--- config.mk ---
export PLATFORM = sky130hd
export DESIGN_NAME = tri_setup
export DESIGN_NICKNAME = d
export VERILOG_FILES = /design/src/rtl/tri_setup_pkg.sv /design/src/rtl/vp_to_pixel.sv /design/src/rtl/tri_setup.sv
export SDC_FILE = /design/constraint.sdc
export NUM_CORES = 2
export LEC_CHECK = 0
export CAP_MARGIN = 20
export CORE_MARGIN = 1
export CORE_UTILIZATION = 35
export CTS_CLUSTER_SIZE = 8
export DETAILED_ROUTE_END_ITERATION = 6
export DONT_BUFFER_PORTS = 1
export PLACE_DENSITY_LB_ADDON = 0.12
export REMOVE_ABC_BUFFERS = 1
export SYNTH_ARGS = -nofsm -noshare
export SYNTH_HDL_FRONTEND = slang
export SYNTH_SLANG_ARGS = --single-unit
export TNS_END_PERCENT = 100
--- constraint.sdc ---
create_clock -name clk_in -period 8.7 [get_ports clk_in]
set_input_delay 1.305 -clock clk_in [delete_from_list [all_inputs] [get_ports clk_in]]
set_output_delay 1.305 -clock clk_in [all_outputs]
set_load 0.03 [all_outputs]
--- src/rtl/tri_setup_pkg.sv ---
// Shared graphics types for triangle setup: screen constants, pixel type,
// bounding-box struct and the setup FSM state encoding.
package tri_setup_pkg;

  localparam int SCREEN_W   = 320;
  localparam int SCREEN_H   = 180;
  localparam int PIX_WIDTH  = 12;
  localparam int BBOX_XW    = $clog2(SCREEN_W);
  localparam int BBOX_YW    = $clog2(SCREEN_H);
  localparam int AREA_WIDTH = 2*PIX_WIDTH + 2;

  typedef logic signed [PIX_WIDTH-1:0] pix_t;

  typedef struct packed {
    logic [BBOX_XW-1:0] x_min;
    logic [BBOX_XW-1:0] x_max;
    logic [BBOX_YW-1:0] y_min;
    logic [BBOX_YW-1:0] y_max;
  } bbox_t;

  typedef enum logic [2:0] {IDLE, SCALE, AREA, DECIDE, HOLD} state_t;

  // Clamp a signed pixel coordinate into [0, hi].
  function automatic pix_t clamp_pix(pix_t v, pix_t hi);
    if (v[PIX_WIDTH-1]) return '0;
    if (v > hi)         return hi;
    return v;
  endfunction

endpackage

--- src/rtl/vp_to_pixel.sv ---
// Combinational viewport-to-pixel mapping of one coordinate:
// offset +/- ((pos * scale) >>> frac_bits), saturated to the pixel range.
module vp_to_pixel
  import tri_setup_pkg::*;
#(
  parameter int POS_WIDTH = 18,
  parameter int FRAC_BITS = 14,
  parameter int SCALE     = 32,
  parameter int OFFSET    = 160,
  parameter bit NEGATE    = 1'b0
) (
  input  logic signed [POS_WIDTH-1:0] pos,
  output pix_t                        pix
);

  localparam int PROD_W  = POS_WIDTH + 33;
  localparam int PIX_MAX = 2**(PIX_WIDTH-1) - 1;
  localparam int PIX_MIN = -(2**(PIX_WIDTH-1));

  logic signed [PROD_W-1:0] prod;
  logic signed [PROD_W-1:0] shifted;
  logic signed [PROD_W-1:0] wide;

  always_comb begin
    prod    = PROD_W'(pos) * PROD_W'(SCALE);
    shifted = prod >>> FRAC_BITS;
    if (NEGATE) wide = PROD_W'(OFFSET) - shifted;
    else        wide = PROD_W'(OFFSET) + shifted;
    if (wide > PROD_W'(PIX_MAX))      pix = pix_t'(PIX_MAX);
    else if (wide < PROD_W'(PIX_MIN)) pix = pix_t'(PIX_MIN);
    else                              pix = wide[PIX_WIDTH-1:0];
  end

endmodule

--- src/rtl/tri_setup.sv ---
// Triangle setup: viewport-to-pixel mapping, signed area, winding fix-up,
// clamped bounding box and culling of degenerate/back/off-screen triangles.
module tri_setup
  import tri_setup_pkg::*;
#(
  parameter int C_WIDTH                   = 18,
  parameter int VIEWPORT_H_POSITION_WIDTH = 18,
  parameter int VIEWPORT_W_POSITION_WIDTH = 20,
  parameter int FRAC_BITS                 = 14,
  parameter int X_SCALE                   = 32,
  parameter int Y_SCALE                   = 32,
  parameter bit CULL_BACK                 = 1'b0,
  parameter int COLOR_WIDTH               = 16
) (
  input  logic                                       clk_in,
  input  logic                                       rst_n_in,
  input  logic                                       valid_in,
  output logic                                       ready_out,
  input  logic [2:0][VIEWPORT_H_POSITION_WIDTH-1:0]  viewport_x_positions_in,
  input  logic [2:0][VIEWPORT_W_POSITION_WIDTH-1:0]  viewport_y_positions_in,
  input  logic [2:0][C_WIDTH:0]                      z_depth_in,
  input  logic [COLOR_WIDTH-1:0]                     color_in,
  output logic                                       valid_out,
  input  logic                                       ready_in,
  output logic [2:0][PIX_WIDTH-1:0]                  pix_x_out,
  output logic [2:0][PIX_WIDTH-1:0]                  pix_y_out,
  output logic [BBOX_XW-1:0]                         bbox_x_min_out,
  output logic [BBOX_XW-1:0]                         bbox_x_max_out,
  output logic [BBOX_YW-1:0]                         bbox_y_min_out,
  output logic [BBOX_YW-1:0]                         bbox_y_max_out,
  output logic signed [AREA_WIDTH-1:0]               area_out,
  output logic [2:0][C_WIDTH:0]                      z_depth_out,
  output logic [COLOR_WIDTH-1:0]                     color_out,
  output logic [15:0]                                drop_count_out
);

  // One bit wider than area_out so the raw difference of products never wraps.
  localparam int AW = 2*PIX_WIDTH + 3;

  state_t                                      state;
  logic [2:0][VIEWPORT_H_POSITION_WIDTH-1:0]   x_q;
  logic [2:0][VIEWPORT_W_POSITION_WIDTH-1:0]   y_q;
  logic [2:0][C_WIDTH:0]                       z_q;
  logic [COLOR_WIDTH-1:0]                      color_q;
  pix_t                                        px_c [3];
  pix_t                                        py_c [3];
  pix_t                                        px_q [3];
  pix_t                                        py_q [3];
  logic signed [AW-1:0]                        area_c, area_q;

  pix_t  x_min, x_max, y_min, y_max;
  bbox_t bbox_c;
  logic  swap, drop, off_screen;

  for (genvar i = 0; i < 3; i++) begin : g_vtx
    vp_to_pixel #(
      .POS_WIDTH(VIEWPORT_H_POSITION_WIDTH), .FRAC_BITS(FRAC_BITS),
      .SCALE(X_SCALE), .OFFSET(SCREEN_W/2), .NEGATE(1'b0)
    ) u_x (.pos(x_q[i]), .pix(px_c[i]));
    vp_to_pixel #(
      .POS_WIDTH(VIEWPORT_W_POSITION_WIDTH), .FRAC_BITS(FRAC_BITS),
      .SCALE(Y_SCALE), .OFFSET(SCREEN_H/2), .NEGATE(1'b1)
    ) u_y (.pos(y_q[i]), .pix(py_c[i]));
  end

  always_comb begin
    area_c = (AW'(px_q[1]) - AW'(px_q[0])) * (AW'(py_q[2]) - AW'(py_q[0]))
           - (AW'(px_q[2]) - AW'(px_q[0])) * (AW'(py_q[1]) - AW'(py_q[0]));
  end

  // NOTE: every variable gets a value before any conditional update, so no latch is inferred.
  always_comb begin
    x_min = px_q[0];
    x_max = px_q[0];
    y_min = py_q[0];
    y_max = py_q[0];
    for (int i = 1; i < 3; i++) begin
      if (px_q[i] < x_min) x_min = px_q[i];
      if (px_q[i] > x_max) x_max = px_q[i];
      if (py_q[i] < y_min) y_min = py_q[i];
      if (py_q[i] > y_max) y_max = py_q[i];
    end
    off_screen = x_max[PIX_WIDTH-1] || (x_min > pix_t'(SCREEN_W-1))
              || y_max[PIX_WIDTH-1] || (y_min > pix_t'(SCREEN_H-1));
    swap = area_q[AW-1];
    drop = (area_q == '0) || (swap && CULL_BACK) || off_screen;
    bbox_c.x_min = BBOX_XW'(clamp_pix(x_min, pix_t'(SCREEN_W-1)));
    bbox_c.x_max = BBOX_XW'(clamp_pix(x_max, pix_t'(SCREEN_W-1)));
    bbox_c.y_min = BBOX_YW'(clamp_pix(y_min, pix_t'(SCREEN_H-1)));
    bbox_c.y_max = BBOX_YW'(clamp_pix(y_max, pix_t'(SCREEN_H-1)));
  end

  // NOTE: pipeline data registers are not reset; the FSM guarantees they are
  // written before use, and reset only needs to reach control and outputs.
  always_ff @(posedge clk_in) begin
    if (state == IDLE && valid_in && ready_out) begin
      x_q     <= viewport_x_positions_in;
      y_q     <= viewport_y_positions_in;
      z_q     <= z_depth_in;
      color_q <= color_in;
    end
    if (state == SCALE) begin
      px_q <= px_c;
      py_q <= py_c;
    end
    if (state == AREA) area_q <= area_c;
  end

  // NOTE: sequential state uses non-blocking assignments so all registers update together.
  always_ff @(posedge clk_in) begin
    if (!rst_n_in) begin
      state          <= IDLE;
      ready_out      <= 1'b1;
      valid_out      <= 1'b0;
      drop_count_out <= '0;
      pix_x_out      <= '0;
      pix_y_out      <= '0;
      bbox_x_min_out <= '0;
      bbox_x_max_out <= '0;
      bbox_y_min_out <= '0;
      bbox_y_max_out <= '0;
      area_out       <= '0;
      z_depth_out    <= '0;
      color_out      <= '0;
    end else begin
      case (state)
        IDLE: begin
          if (valid_in && ready_out) begin
            ready_out <= 1'b0;
            state     <= SCALE;
          end
        end
        SCALE: state <= AREA;
        AREA:  state <= DECIDE;
        DECIDE: begin
          if (drop) begin
            if (drop_count_out != 16'hFFFF) drop_count_out <= drop_count_out + 16'd1;
            ready_out <= 1'b1;
            state     <= IDLE;
          end else begin
            pix_x_out[0]   <= px_q[0];
            pix_y_out[0]   <= py_q[0];
            z_depth_out[0] <= z_q[0];
            pix_x_out[1]   <= swap ? px_q[2] : px_q[1];
            pix_y_out[1]   <= swap ? py_q[2] : py_q[1];
            z_depth_out[1] <= swap ? z_q[2]  : z_q[1];
            pix_x_out[2]   <= swap ? px_q[1] : px_q[2];
            pix_y_out[2]   <= swap ? py_q[1] : py_q[2];
            z_depth_out[2] <= swap ? z_q[1]  : z_q[2];
            area_out       <= AREA_WIDTH'(swap ? -area_q : area_q);
            bbox_x_min_out <= bbox_c.x_min;
            bbox_x_max_out <= bbox_c.x_max;
            bbox_y_min_out <= bbox_c.y_min;
            bbox_y_max_out <= bbox_c.y_max;
            color_out      <= color_q;
            valid_out      <= 1'b1;
            state          <= HOLD;
          end
        end
        HOLD: begin
          if (ready_in) begin
            valid_out <= 1'b0;
            ready_out <= 1'b1;
            state     <= IDLE;
          end
        end
        default: state <= IDLE;
      endcase
    end
  end

endmodule

==> results.yml <==
status:
  status: "completed"
synth:
  postSynthAreaPerCell_sq_um: 9.919
  ys_ff_latch: 452
  synth_top_family_by_area: "adder cells"
  synthDominantCellAreaShare_pct: 22.50
  yosys.area_share.adder_pct: 30.48
  synth_cells: 3525
  yosys_warnings: 0
  synth.top_cells.by_area: "fa_1, edfxtp_1, dfxtp_1"
  number_of_synthesized_flops_with_an_enable_pin: 229
  synthFlopType: "edfxtp_1"
  post_synth_xor_xnor_area_pct: 3.432
  synth_simple_gate_area_share_pct: 13.07
  synth_compound_gate_area_share_pct: 9.368
  synth-async-reset-ratio_pct: 0
  muxShareOfSynthArea_pct: 3.625
  ys_types: 72
  yosys.area.top_type: "fa_1"
  synth.yosys.seq_area_share_pct: 32.44
  syn-cell-area_sq_mm: 0.03496
placed_design:
  dpl_cell_area_sq_mm: 0.03865
  place.gp.congestion: 0.8966
  detailedPlace.worstSlack_ns: -0.6255
  place_hpwl_mm: 80.82
  number_of_i_o_port_buffers: 0
  placedCellCount: 5001
hold_path:
  min_path_type: "register to register"
routing:
  route.detailed.vias_per_inst: 4.873
  drt_first_iter_violations: 1232
  finalWirelength_mm: 102.0
  routed_wire_length_per_instance_um: 19.67
  post-route-drc-count: 0
  vias: 25263
  drtPass1Iterations: 7
  antenna_left: 0
clock_tree:
  clock-root-buffer: "clkbuf_16"
  number_of_buffers_inserted_by_hold_repair_at_cts: 0
  tritoncts: "built"
  h-tree-depth: 3
  worst_skew_pair.late_latency_ns: 0.64
  cts.sink_count: 452
  clk_pin_slew_ns: 0.05
  tritoncts.num_buffers: 67
  cts_max_path_buffers: 3
layout:
  synthToLayoutAreaGrowth_pct: 19.61
  final_cell_mix: "inv_1, buf_4, fa_1"
  drive_gt1_share_pct: 16.80
  fill_cells: 9774
  design_area_sq_mm: 0.04182
  layout_commonest_cell: "inv_1"
  final_net_count: 4653
  layout.cells.non_filler: 5184
grt:
  met1_track_usage_gr_pct: 28.04
  grt_util_all_layers_pct: 20.19
  grt_first_pass_wirelength_mm: 157.3
  gr-total-overflow: 0
  first_global_vias: 25786
  grt_antenna_before_repair: 11
  global_route.usage.met3_pct: 3.714
  groute.layer.met2.usage_pct: 32.39
  grt_busiest_layer: "met2"
  maximum_number_of_pins_on_one_net_before_global_route_repair: 138
setup_path:
  worst-endpoint-arrival_ns: 9.02
  required_ns: 9.06
  critical_path.max_fanout: 3
  worst_setup_path_end_kind: "register"
  crit_path_category: "register to register"
  cp_slowest_stage_delay_ns: 0.54
  crit_path_top_delay_cell: "fa_1"
  startpoint_type: "register"
floorplanning:
  row_count: 115
  floorplan.initialDensity_pct: 35.42
  design.core.area_sq_mm: 0.09871
  die_area_sq_mm: 0.1012
  die_x_um: 318.1
  die_height_um: 318.1
  pin_count: 414
sta:
  finalCriticalPeriod_ns: 8.661
  rsz0062_at_grt: "true"
  final.setup.tns_ns: 0
  finalSetupViolations: 0
  clock.fmax_mhz: 115.5
  hold_violations: 0
  worst-slew-pin-transition_ns: 1.158
  maxSlewViolCount: 0
  final_worst_clock_skew_ns: 0.05879
  slew_headroom_pct: 22.77
  final_min_period_over_clock_period_pct: 99.55
  final_critical_path_setup_slack_ns: 0.03879
flow_run:
  maxCapViolations: 0
synthesized netlist by cell type (all sizes together), types with 9 or more instances:
| master | number |
|---|---|
| ha | 223 |
| or3 | 13 |
| nand2b | 75 |
| o21ai | 86 |
| or4 | 13 |
| o211a | 18 |
| and2 | 9 |
| nor3b | 12 |
| fa | 393 |
| mux2i | 113 |
| a21boi | 9 |
| nand2 | 360 |
| o211ai | 17 |
| dfxtp | 223 |
| xnor2 | 67 |
| and3 | 16 |
| o21bai | 9 |
| nor2 | 323 |
| or2 | 24 |
| nand3 | 54 |
| xor2 | 70 |
| o31ai | 18 |
| buf | 44 |
| inv | 529 |
| nand4 | 13 |
| a211oi | 97 |
| edfxtp | 229 |
| o21a | 16 |
| mux2 | 11 |
| nor2b | 36 |
| a21o | 35 |
| a21oi | 149 |
| nor3 | 48 |
| clkbuf | 112 |
worst max-delay path, delay by kind of cell (launching register included):
| kind | cells | cell delay [ns] |
|---|---|---|
| buf+inv | 7 | 0.50 |
| fa+ha+maj | 9 | 3.95 |
| flops | 1 | 0.41 |
| simple gates | 5 | 0.76 |
| xor+xnor | 1 | 0.08 |
| compound gates | 14 | 2.69 |
through the flow:
stage          utilization (%)  hold slack, ns
6_report                 42.37          0.4102
5_1_grt                  42.37          0.4211
4_1_cts                  41.89          0.4068
3_5_place_dp             39.15          0.4056
3_3_place_gp             39.15          0.4002
2_1_floorplan                -          0.4003
path summary, 6_finish.rpt:
kind / cells past startpoint / slack [ns] / end / startpoint
hold / removal: 0 / 0.41 / px_q[0] / x_q[45]
setup reg to reg: 36 / 0.04 / area_q[24] / px_q[25]
hold reg to reg: 0 / 0.41 / px_q[0] / x_q[45]
setup / recovery: 36 / 0.04 / area_q[24] / px_q[25]
what timing repair did:
action / CTS / global route
endpoints found under the setup margin: 9 / 9
pin swaps: 84 / 73
resized for setup: 90 / 86
hold endpoints to repair: 0 / 0
buffers inserted: 43 / 21
state kept, by name, indices dropped and copies added (netlist names), 33 cells and up:
register	cells
z_depth_out	57
z_q	57
pix_y_out	36
py_q	36
pix_x_out	33
px_q	33
y_q	33
area by class of cell:
cell class / instances / area [sq um] / area share, %
Antenna cell: 4 / 10.01 / 0.02393
Clock buffer: 108 / 1851 / 4.425
Clock inverter: 8 / 188.9 / 0.4518
Inverter: 530 / 1994 / 4.769
Multi-Input combinational cell: 2387 / 21570 / 51.59
Sequential cell: 452 / 11340 / 27.12
Tap cell: 1287 / 1610 / 3.851
Timing Repair Buffer: 408 / 3252 / 7.776
metal layers:
metal,vias up,wire [um]
met3,129,5498
met5,-,54
met2,566,46490
met1,12360,47600
met4,8,2324
li1,12200,-
cell families (layout without fill, tap and decap cells):
family | after synthesis | after routing
buffers and inverters | 686 | 1054
xor gates and xnor gates | 137 | 137
and+or+nand+nor | 1013 | 1013
AOI/OAI and AO/OA | 497 | 497
other | 0 | 4
DFF | 452 | 452
adders and majority gates | 616 | 616
muxes | 124 | 124
Power is left out: the tool's default activity adds up to more than one toggle a clock period on the data nets, which glitch-free logic cannot reach.
